## src/rtl/dice_pkg.sv

```systemverilog
// Shared definitions for the two-player dice round sequencer.
// Contents: FSM state encoding, die value limits, winner codes, and small
// helpers for die legality and round judging.
package dice_pkg;

    typedef enum logic [1:0] {
        WAIT_P1   = 2'd0,
        WAIT_P2   = 2'd1,
        RESULT    = 2'd2,
        GAME_OVER = 2'd3
    } state_e;

    localparam logic [2:0] DIE_MIN = 3'd1;
    localparam logic [2:0] DIE_MAX = 3'd6;
    localparam logic [2:0] DREI    = 3'd3;

    localparam logic [1:0] W_NONE = 2'b00;
    localparam logic [1:0] W_P1   = 2'b01;
    localparam logic [1:0] W_P2   = 2'b10;
    localparam logic [1:0] W_TIE  = 2'b11;

    function automatic logic die_legal(input logic [2:0] v);
        return (v >= DIE_MIN) && (v <= DIE_MAX);
    endfunction

    function automatic logic [1:0] judge(input logic [2:0] d1, input logic [2:0] d2);
        if (d1 > d2) begin
            return W_P1;
        end else if (d2 > d1) begin
            return W_P2;
        end
        return W_TIE;
    endfunction

endpackage

```

## src/rtl/dice_round_sequencer_hold_timer.sv

```systemverilog
// hold_timer: counts HOLD_CYCLES clock cycles after a start pulse and emits a
// one-cycle done pulse on the last counted cycle.
// Ports:
//   clk_i   - system clock
//   rst_i   - synchronous reset, active-high
//   start_i - one-cycle pulse; (re)starts the count at 0
//   done_o  - high during the cycle in which the count equals HOLD_CYCLES-1
module hold_timer #(
    parameter int HOLD_CYCLES = 10_000_000
) (
    input  logic clk_i,
    input  logic rst_i,
    input  logic start_i,
    output logic done_o
);

    // A single-cycle hold still needs a 1-bit counter to carry the running flag.
    localparam int CW = (HOLD_CYCLES > 1) ? $clog2(HOLD_CYCLES) : 1;
    localparam logic [CW-1:0] LAST = CW'(HOLD_CYCLES - 1);

    logic [CW-1:0] count_q, count_d;
    logic          running_q, running_d;

    always_comb begin
        count_d   = count_q;
        running_d = running_q;
        if (start_i) begin
            count_d   = '0;
            running_d = 1'b1;
        end else if (running_q) begin
            if (count_q == LAST) begin
                running_d = 1'b0;
            end else begin
                count_d = count_q + 1'b1;
            end
        end
    end

    always_ff @(posedge clk_i) begin
        if (rst_i) begin
            count_q   <= '0;
            running_q <= 1'b0;
        end else begin
            count_q   <= count_d;
            running_q <= running_d;
        end
    end

    assign done_o = running_q && (count_q == LAST);

endmodule

```

## src/rtl/dice_round_sequencer.sv

```systemverilog
// dice_round_sequencer: turn-based round controller for the two-player dice game.
// Latches each player's die in turn order, judges the round, keeps saturating
// scores, holds the result for HOLD_CYCLES and detects end of game.
// Ports:
//   clk_i, rst_i            - clock, synchronous active-high reset
//   roll_req1_i/roll_req2_i - one-cycle debounced roll pulses for P1/P2
//   running_val_i           - free-running die value (legal 1..6)
//   stored1_o/stored2_o     - latched dice, 0 = none
//   rolled1_o/rolled2_o     - latched die valid flags
//   turn_o                  - 0 = P1 may roll, 1 = P2 may roll
//   result_valid_o          - winner/dreimann valid
//   winner_o                - 01 P1, 10 P2, 11 tie, 00 none
//   dreimann_o              - bit0/bit1: P1/P2 die == 3
//   score1_o/score2_o       - saturating scores
//   game_over_o             - a score reached WIN_SCORE
//   state_o                 - current FSM state (debug visibility)
//
// Roll request semantics: a roll pulse has no ready/acknowledge. It is accepted
// only in the owning player's WAIT state; if the die value is illegal at that
// moment the request stays pending and the first legal value on a later cycle
// is latched. All other pulses are dropped without effect.
module dice_round_sequencer
    import dice_pkg::*;
#(
    parameter int HOLD_CYCLES = 10_000_000,
    parameter int WIN_SCORE   = 5,
    parameter int SCORE_W     = 3
) (
    input  logic               clk_i,
    input  logic               rst_i,
    input  logic               roll_req1_i,
    input  logic               roll_req2_i,
    input  logic [2:0]         running_val_i,
    output logic [2:0]         stored1_o,
    output logic [2:0]         stored2_o,
    output logic               rolled1_o,
    output logic               rolled2_o,
    output logic               turn_o,
    output logic               result_valid_o,
    output logic [1:0]         winner_o,
    output logic [1:0]         dreimann_o,
    output logic [SCORE_W-1:0] score1_o,
    output logic [SCORE_W-1:0] score2_o,
    output logic               game_over_o,
    output state_e             state_o
);

    localparam logic [SCORE_W-1:0] WIN = SCORE_W'(WIN_SCORE);

    state_e             state_q, state_d;
    logic [2:0]         stored1_q, stored1_d, stored2_q, stored2_d;
    logic               rolled1_q, rolled1_d, rolled2_q, rolled2_d;
    logic               pending_q, pending_d;
    logic               judge_q, judge_d;
    logic [1:0]         winner_q, winner_d, dreimann_q, dreimann_d;
    logic               result_valid_q, result_valid_d;
    logic [SCORE_W-1:0] score1_q, score1_d, score2_q, score2_d;

    logic hold_done;
    logic val_legal, p1_try, p2_try, p1_take, p2_take, win_reached, round_clear, restart;

    assign val_legal   = die_legal(running_val_i);
    // A pending request keeps trying every cycle until a legal value shows up.
    assign p1_try      = (state_q == WAIT_P1) && (roll_req1_i || pending_q);
    assign p2_try      = (state_q == WAIT_P2) && (roll_req2_i || pending_q);
    assign p1_take     = p1_try && val_legal;
    assign p2_take     = p2_try && val_legal;
    assign win_reached = (score1_q == WIN) || (score2_q == WIN);
    assign round_clear = (state_q == RESULT) && hold_done && !win_reached;
    assign restart     = (state_q == GAME_OVER) && roll_req1_i;

    // judge_q marks the RESULT entry cycle; it also starts the hold timer so
    // the hold begins on the same edge the verdict becomes visible.
    hold_timer #(
        .HOLD_CYCLES(HOLD_CYCLES)
    ) u_hold (
        .clk_i  (clk_i),
        .rst_i  (rst_i),
        .start_i(judge_q),
        .done_o (hold_done)
    );

    // State register
    always_ff @(posedge clk_i) begin
        if (rst_i) begin
            state_q <= WAIT_P1;
        end else begin
            state_q <= state_d;
        end
    end

    // Next-state logic
    always_comb begin
        state_d = state_q;
        case (state_q)
            WAIT_P1:   if (p1_take) state_d = WAIT_P2;
            WAIT_P2:   if (p2_take) state_d = RESULT;
            RESULT:    if (hold_done) state_d = win_reached ? GAME_OVER : WAIT_P1;
            GAME_OVER: if (roll_req1_i) state_d = WAIT_P1;
            default:   state_d = WAIT_P1;
        endcase
    end

    // FSM-decoded outputs
    always_comb begin
        turn_o      = (state_q == WAIT_P2);
        game_over_o = (state_q == GAME_OVER);
        state_o     = state_q;
    end

    // Datapath next-state: die latches, judge, scores
    always_comb begin
        stored1_d      = stored1_q;
        stored2_d      = stored2_q;
        rolled1_d      = rolled1_q;
        rolled2_d      = rolled2_q;
        pending_d      = pending_q;
        judge_d        = p2_take;
        winner_d       = winner_q;
        dreimann_d     = dreimann_q;
        result_valid_d = result_valid_q;
        score1_d       = score1_q;
        score2_d       = score2_q;

        if (p1_try || p2_try) begin
            pending_d = !val_legal;
        end
        if (p1_take) begin
            stored1_d = running_val_i;
            rolled1_d = 1'b1;
        end
        if (p2_take) begin
            stored2_d = running_val_i;
            rolled2_d = 1'b1;
        end

        if (judge_q) begin
            winner_d       = judge(stored1_q, stored2_q);
            dreimann_d     = {stored2_q == DREI, stored1_q == DREI};
            result_valid_d = 1'b1;
            // Scores never exceed WIN because the game stops once one gets there.
            if (winner_d == W_P1 && score1_q != WIN) score1_d = score1_q + 1'b1;
            if (winner_d == W_P2 && score2_q != WIN) score2_d = score2_q + 1'b1;
        end

        if (round_clear || restart) begin
            stored1_d      = '0;
            stored2_d      = '0;
            rolled1_d      = 1'b0;
            rolled2_d      = 1'b0;
            winner_d       = W_NONE;
            dreimann_d     = '0;
            result_valid_d = 1'b0;
        end
        if (restart) begin
            score1_d = '0;
            score2_d = '0;
        end
    end

    always_ff @(posedge clk_i) begin
        if (rst_i) begin
            stored1_q      <= '0;
            stored2_q      <= '0;
            rolled1_q      <= 1'b0;
            rolled2_q      <= 1'b0;
            pending_q      <= 1'b0;
            judge_q        <= 1'b0;
            winner_q       <= W_NONE;
            dreimann_q     <= '0;
            result_valid_q <= 1'b0;
            score1_q       <= '0;
            score2_q       <= '0;
        end else begin
            stored1_q      <= stored1_d;
            stored2_q      <= stored2_d;
            rolled1_q      <= rolled1_d;
            rolled2_q      <= rolled2_d;
            pending_q      <= pending_d;
            judge_q        <= judge_d;
            winner_q       <= winner_d;
            dreimann_q     <= dreimann_d;
            result_valid_q <= result_valid_d;
            score1_q       <= score1_d;
            score2_q       <= score2_d;
        end
    end

    assign stored1_o      = stored1_q;
    assign stored2_o      = stored2_q;
    assign rolled1_o      = rolled1_q;
    assign rolled2_o      = rolled2_q;
    assign result_valid_o = result_valid_q;
    assign winner_o       = winner_q;
    assign dreimann_o     = dreimann_q;
    assign score1_o       = score1_q;
    assign score2_o       = score2_q;

endmodule

```

## config.mk

```make
export PLATFORM = sky130hd
export DESIGN_NAME = dice_round_sequencer
export DESIGN_NICKNAME = d
export VERILOG_FILES = /design/src/rtl/dice_pkg.sv /design/src/rtl/dice_round_sequencer_hold_timer.sv /design/src/rtl/dice_round_sequencer.sv
export SDC_FILE = /design/constraint.sdc
export NUM_CORES = 1
export LEC_CHECK = 0
export BUFFER_PORTS_ARGS = -buffer_cell sky130_fd_sc_hd__buf_2
export CORE_MARGIN = 5
export CORE_UTILIZATION = 46
export CTS_BUF_LIST = sky130_fd_sc_hd__clkbuf_8
export DETAILED_ROUTE_END_ITERATION = 7
export PLACE_DENSITY = 0.66
export SLEW_MARGIN = 0
export SYNTH_ARGS = -nofsm -noshare
export SYNTH_HDL_FRONTEND = slang
export SYNTH_HIERARCHICAL = 1
export SYNTH_SLANG_ARGS = --single-unit
```

## constraint.sdc

```tcl
create_clock -name clk_i -period 3.6 [get_ports clk_i]
set_input_delay 0 -clock clk_i [delete_from_list [all_inputs] [get_ports clk_i]]
set_output_delay 0 -clock clk_i [all_outputs]
set_load 0.01 [all_outputs]
```

== Yosys cells after proc, flatten, opt, wreduce, memory -nomap -nowiden ==
Index checks and enable logic that the tools add are counted.
Cells by class
  $lt $le $gt $ge: 4
  mux-type cells: 16
  reductions and logical operators: 26
  equality and inequality tests: 16
  $add $sub $neg: 3
  bitwise operators: 1
Operators with widths (number)
  24-bit by 1-bit adder with 24-bit output, second input constant: 1
  24-bit == test, second input constant: 1
  2-bit 2-to-1 mux: 9
  1-bit logical AND: 11
  2-bit one-hot mux with 4 select lines: 1
  3-bit by 1-bit adder with 3-bit output, second input constant: 2
  2-bit == test, second input constant: 3
  3-bit by 2-bit == test with 1-bit output, second input constant: 2
  3-bit == test, second input constant: 2
  3-bit greater-than comparator: 2
  1-bit 2-to-1 mux: 6
  2-bit != test, second input constant: 3
  3-bit != test, second input constant: 2
  2-bit AND reduction: 3
  2-bit OR reduction: 3
  1-bit logical OR: 5
  2-bit by 1-bit == test with 1-bit output, second input constant: 2
  4-bit AND reduction: 1
  3-bit by 1-bit >= comparator with 1-bit output, second input constant: 1
  3-bit <= comparator, second input constant: 1
  1-bit zero test: 2
  2-bit zero test: 1
  2-bit by 1-bit != test with 1-bit output, second input constant: 1
  1-bit inverter: 1
Word-level totals
  input port bits: 7
  logic and storage cells: 80
  bits in registers: 48
  output and inout bits: 23

== Depth between registers and ports, before layout ==
Gate-level depths: netlist (run 1).
  depth after elaboration: 9
  depth in mapped cells: 10
  depth with buffers taken out: 9

== Cells and area by module ==
Netlist (run 1), hierarchy kept.
By module, submodules not included
  hold_timer: cells an instance 147, area an instance 1255.0 µm², instances 1, sequential area each 500.5 µm²
  dice_round_sequencer: cells an instance 132, area an instance 1204.9 µm², instances 1, sequential area each 460.4 µm²

== Worst setup path after synthesis (run 1) ==
Ideal clock, no wire load.
  path type: flip-flop to flip-flop
  start point: reg u_hold.count_q[0]
  end point: reg rolled1_q (netlist: rolled1_o)
  path buffers: 1
  cell stages (with the launch flop): 11
  data required time: 3.472 ns
  period minus slack after synthesis: 2.118 ns
  setup time: 0.128 ns
  arrival time: 1.989 ns
  setup slack: 1.482 ns
  cells stage by stage: dfxtp_1 > ha_1 > nand3_2 > nor4_4 > nand2_1 > nor2_1 > nor2b_1 > a32oi_1 > o21bai_1 > buf_2 > a21oi_1
Between the ends
  cells in the longest elaborated chain, start to end: 6
RTL lines
  from (decl): RTL line dice_round_sequencer_hold_timer.sv:21  | logic [CW-1:0] count_q, count_d;
  from (signal assigned): RTL line dice_round_sequencer_hold_timer.sv:44  | count_q <= count_d;
  24-bit == test: RTL line dice_round_sequencer_hold_timer.sv:49  | assign done_o = running_q && (count_q == LAST);
  1-bit logical AND: RTL line dice_round_sequencer_hold_timer.sv:49
  via hold_done: RTL line dice_round_sequencer.sv:59  | logic hold_done;
  1-bit logical AND (2 in a row): RTL line dice_round_sequencer.sv:69  | assign round_clear = (state_q == RESULT) && hold_done && !win_reached;
  1-bit logical OR: RTL line dice_round_sequencer.sv:146  | if (round_clear || restart) begin
  2-bit OR reduction (no source line)
  to (signal assigned): RTL line dice_round_sequencer.sv:177  | rolled1_q <= rolled1_d;
  to (decl): RTL line dice_round_sequencer.sv:52  | logic rolled1_q, rolled1_d, rolled2_q, rolled2_d;
The timed path passes the listed nets, and every way through them passes these cells.
A chain may end at the register's enable or synchronous reset.

== Final worst setup path (run 1) ==
  start point: reg u_hold.count_q[0]
  end point: reg winner_q[0] (netlist: winner_o[0])
Between the ends
  cells in the longest elaborated chain, start to end: 6
RTL lines
  24-bit == test: RTL line dice_round_sequencer_hold_timer.sv:49
  1-bit logical AND: RTL line dice_round_sequencer_hold_timer.sv:49
  via hold_done: RTL line dice_round_sequencer.sv:59
  1-bit logical AND (2 in a row): RTL line dice_round_sequencer.sv:69
  1-bit logical OR: RTL line dice_round_sequencer.sv:146
  2-bit OR reduction (no source line)
  to (signal assigned): RTL line dice_round_sequencer.sv:181  | winner_q <= winner_d;
  to (decl): RTL line dice_round_sequencer.sv:55  | logic [1:0] winner_q, winner_d, dreimann_q, dreimann_d;
The timed path passes the listed nets, and every way through them passes these cells.

==> results.sh, run 1 <==
export IMPL_dpl_hpwl_um=3766
export IMPL_hold_depth=2
export IMPL_design_core_area_sq_mm=0.005140
export IMPL_layout_setup_ws_ns=1.326
export IMPL_dr_total_vias=2107
export IMPL_clock_sinks=48
export IMPL_route_detailed_wl_per_inst_um=13.84
export IMPL_diodes=0
export IMPL_drt_vias_per_instance=5.545
export IMPL_pin_count=30
export IMPL_multi_input_area_sq_mm=0.001420
export IMPL_crit_arrival_ns=2.42
export IMPL_num_rows=26
export IMPL_crit_chain="ha_1, nand3_2, nor4_4, nand2_1, nor2_1, nor2b_1, a32oi_1, o21bai_1, buf_4, a311oi_1"
export IMPL_layout_commonest_cell="dfxtp_1"
export IMPL_io_buffers=29
export IMPL_ys_warn_count=6
export IMPL_cp_start_kind="flop"
export IMPL_drtIter0Drc=67
export IMPL_cts_made_buffers=5
export IMPL_r2r_cells=10
export IMPL_path_class="flop to flop"
export IMPL_clock_root_buffer="clkbuf_8"
export IMPL_p_per_area_mw_per_mm2=373.4
export IMPL_grt_start_max_net_pins=22
export IMPL_leakagePower_nw=1.108
export IMPL_path_max_fanout=13
export IMPL_status="finished, final reports clean"
export IMPL_async_flop_share_pct=0
export IMPL_grt_pass1_vias=1993
export IMPL_synth_cells=279
export IMPL_tightest_slew_ns=0.6002
export IMPL_hold_viol=0
export IMPL_areaGrowthSynthToFinish_pct=12.05
export IMPL_syn_nets=294
export IMPL_worstPathRequired_ns=3.74
export IMPL_ys_types=59
export IMPL_vdd_drop_max_uv=218.5
export IMPL_cap_violations=0
export IMPL_drt_pass1_iter_count=4
export IMPL_yosysSeqAreaShare_pct=39.06
export IMPL_layout_common_cells="dfxtp_1 (48), nor2_1 (29), buf_2 (29)"
export IMPL_grt_use_total_pct=15.75
export IMPL_holdWs_ns=0.02832
export IMPL_drive_gt1_share_pct=16.77
export IMPL_regArea_sq_um=960.9
export IMPL_drv_slew=0
export IMPL_timing_fmax_mhz=439.7
export IMPL_grt_ovfl_total=0
export IMPL_ant_nets=0
export IMPL_initial_core_util_pct=47.86
export IMPL_crit_path_top_delay_cell="dfxtp_1"
export IMPL_dp_slack_ns=1.333
export IMPL_cp_end_kind="flop"
export IMPL_cts_hold_buffers_added=0
export IMPL_yosys_register_bits=48
export IMPL_synth_flop_cell="dfxtp_1"
export IMPL_post_cts_buffers=0
export IMPL_dieHeight_um=83.13
export IMPL_finalSetupViolCount=0
export IMPL_fin_crit_ns=2.274
export IMPL_fillers=513
export IMPL_maxSlewHeadroom_pct=59.84
export IMPL_chipWidth_um=83.13
export IMPL_clock_skew_ns=0.006029
export IMPL_tns_ns=0
export IMPL_avgSynthCellArea_sq_um=8.817
export IMPL_postCtsResizedCells=0
export IMPL_path_clk_slew_ns=0.09
export IMPL_grt_pass1_wl_um=9273
export IMPL_totalWireLength_um=5258
export IMPL_htree_levels=2
export IMPL_fin_crit_sh_pct=63.17
export IMPL_nets=324
export IMPL_power_mw=1.029
export IMPL_min_path_type="input pin to flop"
export IMPL_rsz0062_at_grt="false"
export IMPL_gp_congestion=0.7359
export IMPL_cts_path_max_buffers=2
export IMPL_synth_edf_count=0
export IMPL_slowest_delay_ns=0.39
export IMPL_drc=0
export IMPL_syn_area_sq_mm=0.002460
export IMPL_antenna_found_initial=0
export IMPL_clk_latency_ns=0.29
export IMPL_cts_tree="built"
export IMPL_dieArea_sq_mm=0.006910
-- Yosys cell counts (all sizes together), types with 3 or more instances --
library cell / count / area share [%]
mux2i: 7 / 2.8
inv: 12 / 1.8
a21o: 3 / 1.2
dfxtp: 48 / 39
nor4: 4 / 2.2
o31ai: 3 / 0.92
o211ai: 6 / 1.8
nand4: 9 / 2.3
a31oi: 4 / 1.0
a21oi: 17 / 3.6
ha: 8 / 4.1
or3: 5 / 1.5
o21ai: 10 / 2.2
clkbuf: 3 / 0.46
or4: 8 / 2.4
buf: 4 / 0.92
o2111ai: 3 / 2.0
nand3: 17 / 3.7
xor2: 7 / 2.5
nor2: 29 / 4.4
xnor2: 4 / 1.4
and3: 6 / 1.7
nand2b: 7 / 1.8
nand2: 27 / 4.2
-- sequential cells by signal (all words and copies together), names as in the netlist --
| register | count |
|---|---|
| winner_o | 2 |
| dreimann_o | 2 |
| pending_q | 1 |
| rolled1_o | 1 |
| score2_o | 3 |
| result_valid_o | 1 |
| stored2_o | 3 |
| u_hold/running_q | 1 |
| u_hold/count_q | 24 |
| state_o | 2 |
| rolled2_o | 1 |
| score1_o | 3 |
| stored1_o | 3 |
| judge_q | 1 |
-- cell families after synthesis --
| kind of cell | synth area share, % |
|---|---|
| AO/OA/AOI/OAI | 18.06 |
| XOR/XNOR | 3.916 |
| adder cells (fa/ha/maj) | 4.069 |
| buffers and inverters | 3.204 |
| flip-flops | 39.06 |
| multiplexers | 2.849 |
| AND/OR/NAND/NOR | 28.84 |
-- critical path: cells and delay by family (launching register included) --
family	cells	cell delay, ns
simple gates	5	1.03
flops	1	0.39
compound gates	3	0.31
buf+inv	1	0.21
fa+ha+maj	1	0.20
-- through the flow --
stage / instances / area, sq um / utilization (%)
finish: 380 / 2756 / 53.63
global placement: 372 / 2666 / 51.87
global route: 380 / 2756 / 53.63
CTS: 380 / 2756 / 53.63
detailed placement: 372 / 2666 / 51.87
floorplan: 279 / 2460 / -
-- layer usage --
layer  share of wire (%)  wire [um]  global-route usage, %  vias to the layer above
met3                 4.0        211                  4.257                        2
met2                  45       2380                  24.56                       28
met5                   0          0                      0                        -
li1                    -          -                      -                     1086
met1                  50       2638                  21.52                      991
met4                0.51         27                  4.012                        0
-- report_power, final --
group	switching, mW	internal, mW	leakage [nW]
combinational	0.0821	0.0560	0.666
clock	0.171	0.151	0.0538
sequential	0.0224	0.546	0.388
-- path summary, 6_finish.rpt --
path / start / to / slack [ns]
min: rst_i / state_o[0] / 0.03
max: u_hold/count_q[0] / winner_o[0] / 1.33
min reg2reg: rolled1_o / rolled1_o / 0.44
max reg2reg: u_hold/count_q[0] / winner_o[0] / 1.33
-- final cells by class --
class	instances	share of cell area, %
inverter	12	1.634
sequential	48	34.86
tap	70	3.177
clock inverter	2	0.2724
multi-input combinational	212	51.52
timing repair buffer	30	5.538
clock buffer	6	2.996
Note: power is estimated with default switching activity, not from simulation.
==> run 2: changes to the inputs <==
- clock period: 3.6 -> 2.28 ns (I/O delays scaled with it)
==> run 2 against run 1 <==
Against the previous run:
- via count is 3.6% higher
- clock power is 60% higher
- global-route usage rose by 0.85 points
- die area unchanged
- critical path depth is the same
- total power is 60% higher
- clock-buffer cell count is the same
- highest routed layer unchanged
==> results.sh, run 2 (synthesis results as in run 1) <==
export IMPL_drv_slew=0
export IMPL_dpl_hpwl_um=4057
export IMPL_path_max_fanout=7
export IMPL_status="finished, final reports clean"
export IMPL_num_rows=26
export IMPL_clock_skew_ns=0.007366
export IMPL_finalSetupViolCount=0
export IMPL_p_per_area_mw_per_mm2=579.3
export IMPL_design_core_area_sq_mm=0.005140
export IMPL_clock_sinks=48
export IMPL_drive_gt1_share_pct=20.44
export IMPL_drtIter0Drc=139
export IMPL_initial_core_util_pct=47.86
export IMPL_cap_violations=0
export IMPL_antenna_found_initial=0
export IMPL_crit_arrival_ns=2.25
export IMPL_regMostFlops="u_hold/count_q"
export IMPL_drt_pass1_iter_count=4
export IMPL_dieArea_sq_mm=0.006910
export IMPL_cp_start_kind="flop"
export IMPL_worstPathRequired_ns=2.44
export IMPL_grt_start_max_net_pins=22
export IMPL_grt_use_total_pct=16.60
export IMPL_dr_total_vias=2182
export IMPL_vdd_drop_max_uv=271.6
export IMPL_grt_pass1_wl_um=9825
export IMPL_cts_made_buffers=5
export IMPL_tightest_slew_ns=0.4959
export IMPL_path_clk_slew_ns=0.09
export IMPL_dp_cells=379
export IMPL_pin_count=30
export IMPL_totalWireLength_um=5628
export IMPL_maxSlewHeadroom_pct=66.59
export IMPL_layout_commonest_cell="dfxtp_1"
export IMPL_fin_crit_sh_pct=91.54
export IMPL_largest_reg_flops=24
export IMPL_areaGrowthSynthToFinish_pct=15.46
export IMPL_power_mw=1.645
export IMPL_ant_nets=0
export IMPL_path_class="flop to flop"
export IMPL_grt_ovfl_total=0
export IMPL_fin_crit_ns=2.087
export IMPL_clk_latency_ns=0.30
export IMPL_leakagePower_nw=1.151
export IMPL_nets=332
export IMPL_post_cts_buffers=0
export IMPL_clock_root_buffer="clkbuf_8"
export IMPL_route_detailed_wl_per_inst_um=14.51
export IMPL_chipWidth_um=83.13
export IMPL_min_path_type="input pin to flop"
export IMPL_cts_hold_buffers_added=0
export IMPL_dieHeight_um=83.13
export IMPL_fin_cells=388
export IMPL_grt_pass1_vias=2079
export IMPL_fillers=533
export IMPL_diodes=0
export IMPL_hold_viol=0
export IMPL_drc=0
export IMPL_gp_congestion=0.7629
export IMPL_cts_tree="built"
export IMPL_drt_vias_per_instance=5.624
export IMPL_htree_levels=2
export IMPL_cp_end_kind="flop"
export IMPL_io_buffers=29
export IMPL_cts_path_max_buffers=2
export IMPL_timing_fmax_mhz=479.1
export IMPL_layout_common_cells="dfxtp_1 (47), buf_2 (29), nor2_1 (28)"
## run 2: what timing repair did
| item | CTS | global route |
|---|---|---|
| hold endpoints to repair | 0 | 0 |
| resized for setup | 0 | 8 |
| endpoints found under the setup margin | 0 | 13 |
## run 2: through the flow
stage | TNS (ns) | setup slack (ns) | instance area [sq um] | utilization (%) | hold WS, ns
after floorplan | 0 | 0.1624 | 2460 | - | 0.06625
after global placement | 0 | 0.2043 | 2719 | 52.90 | 0.3224
after detailed placement | 0 | 0.08916 | 2719 | 52.90 | 0.3181
after CTS | 0 | 0.07553 | 2809 | 54.65 | 0.004639
after global routing | -0.003804 | -0.003804 | 2840 | 55.26 | 0.02286
final | 0 | 0.1929 | 2840 | 55.26 | 0.009123
## run 2: power by group
group | total [mW] | switching (mW) | internal [mW]
logic | 0.236 | 0.140 | 0.0962
clock network | 0.517 | 0.278 | 0.239
registers | 0.892 | 0.0292 | 0.863
total | 1.65 | 0.447 | 1.20
## run 2: worst max-delay path, cell delays in order (launching register included)
cell and delay (ns):
dfxtp_1 0.39, ha_2 0.23, nand3_4 0.12, nor4_4 0.31, nand2_1 0.11, nor2_2 0.12
nor2b_2 0.17, a32oi_1 0.11, o21bai_2 0.20, buf_6 0.15, a311oi_1 0.05
## run 2: layout make-up
| class | instances | area, sq um | area share [%] |
|---|---|---|---|
| clock buffer | 6 | 82.58 | 2.907 |
| inverter | 12 | 45.04 | 1.586 |
| multi-input combinational | 212 | 1439 | 50.66 |
| tap | 70 | 87.58 | 3.084 |
| sequential | 48 | 962.2 | 33.88 |
| timing repair buffer | 38 | 216.5 | 7.621 |
| clock inverter | 2 | 7.507 | 0.2643 |
## run 2: per-layer routing
| layer | GRT usage [%] | vias up | share of wire [%] |
|---|---|---|---|
| met5 | 0 | - | 0 |
| met4 | 4.012 | 0 | 0.44 |
| met3 | 3.663 | 2 | 3.3 |
| met2 | 26.68 | 27 | 46 |
| met1 | 22.61 | 1052 | 50 |
| li1 | - | 1101 | - |
## run 2: worst paths after layout
check                           slack [ns]           to  depth (start not counted)         startpoint
worst max-delay path                  0.19  winner_o[1]                         10  u_hold/count_q[1]
worst min-delay path                 0.009   state_o[0]                          2              rst_i
worst max register to register        0.19  winner_o[1]                         10  u_hold/count_q[1]
worst min register to register        0.45    rolled1_o                          2          rolled1_o
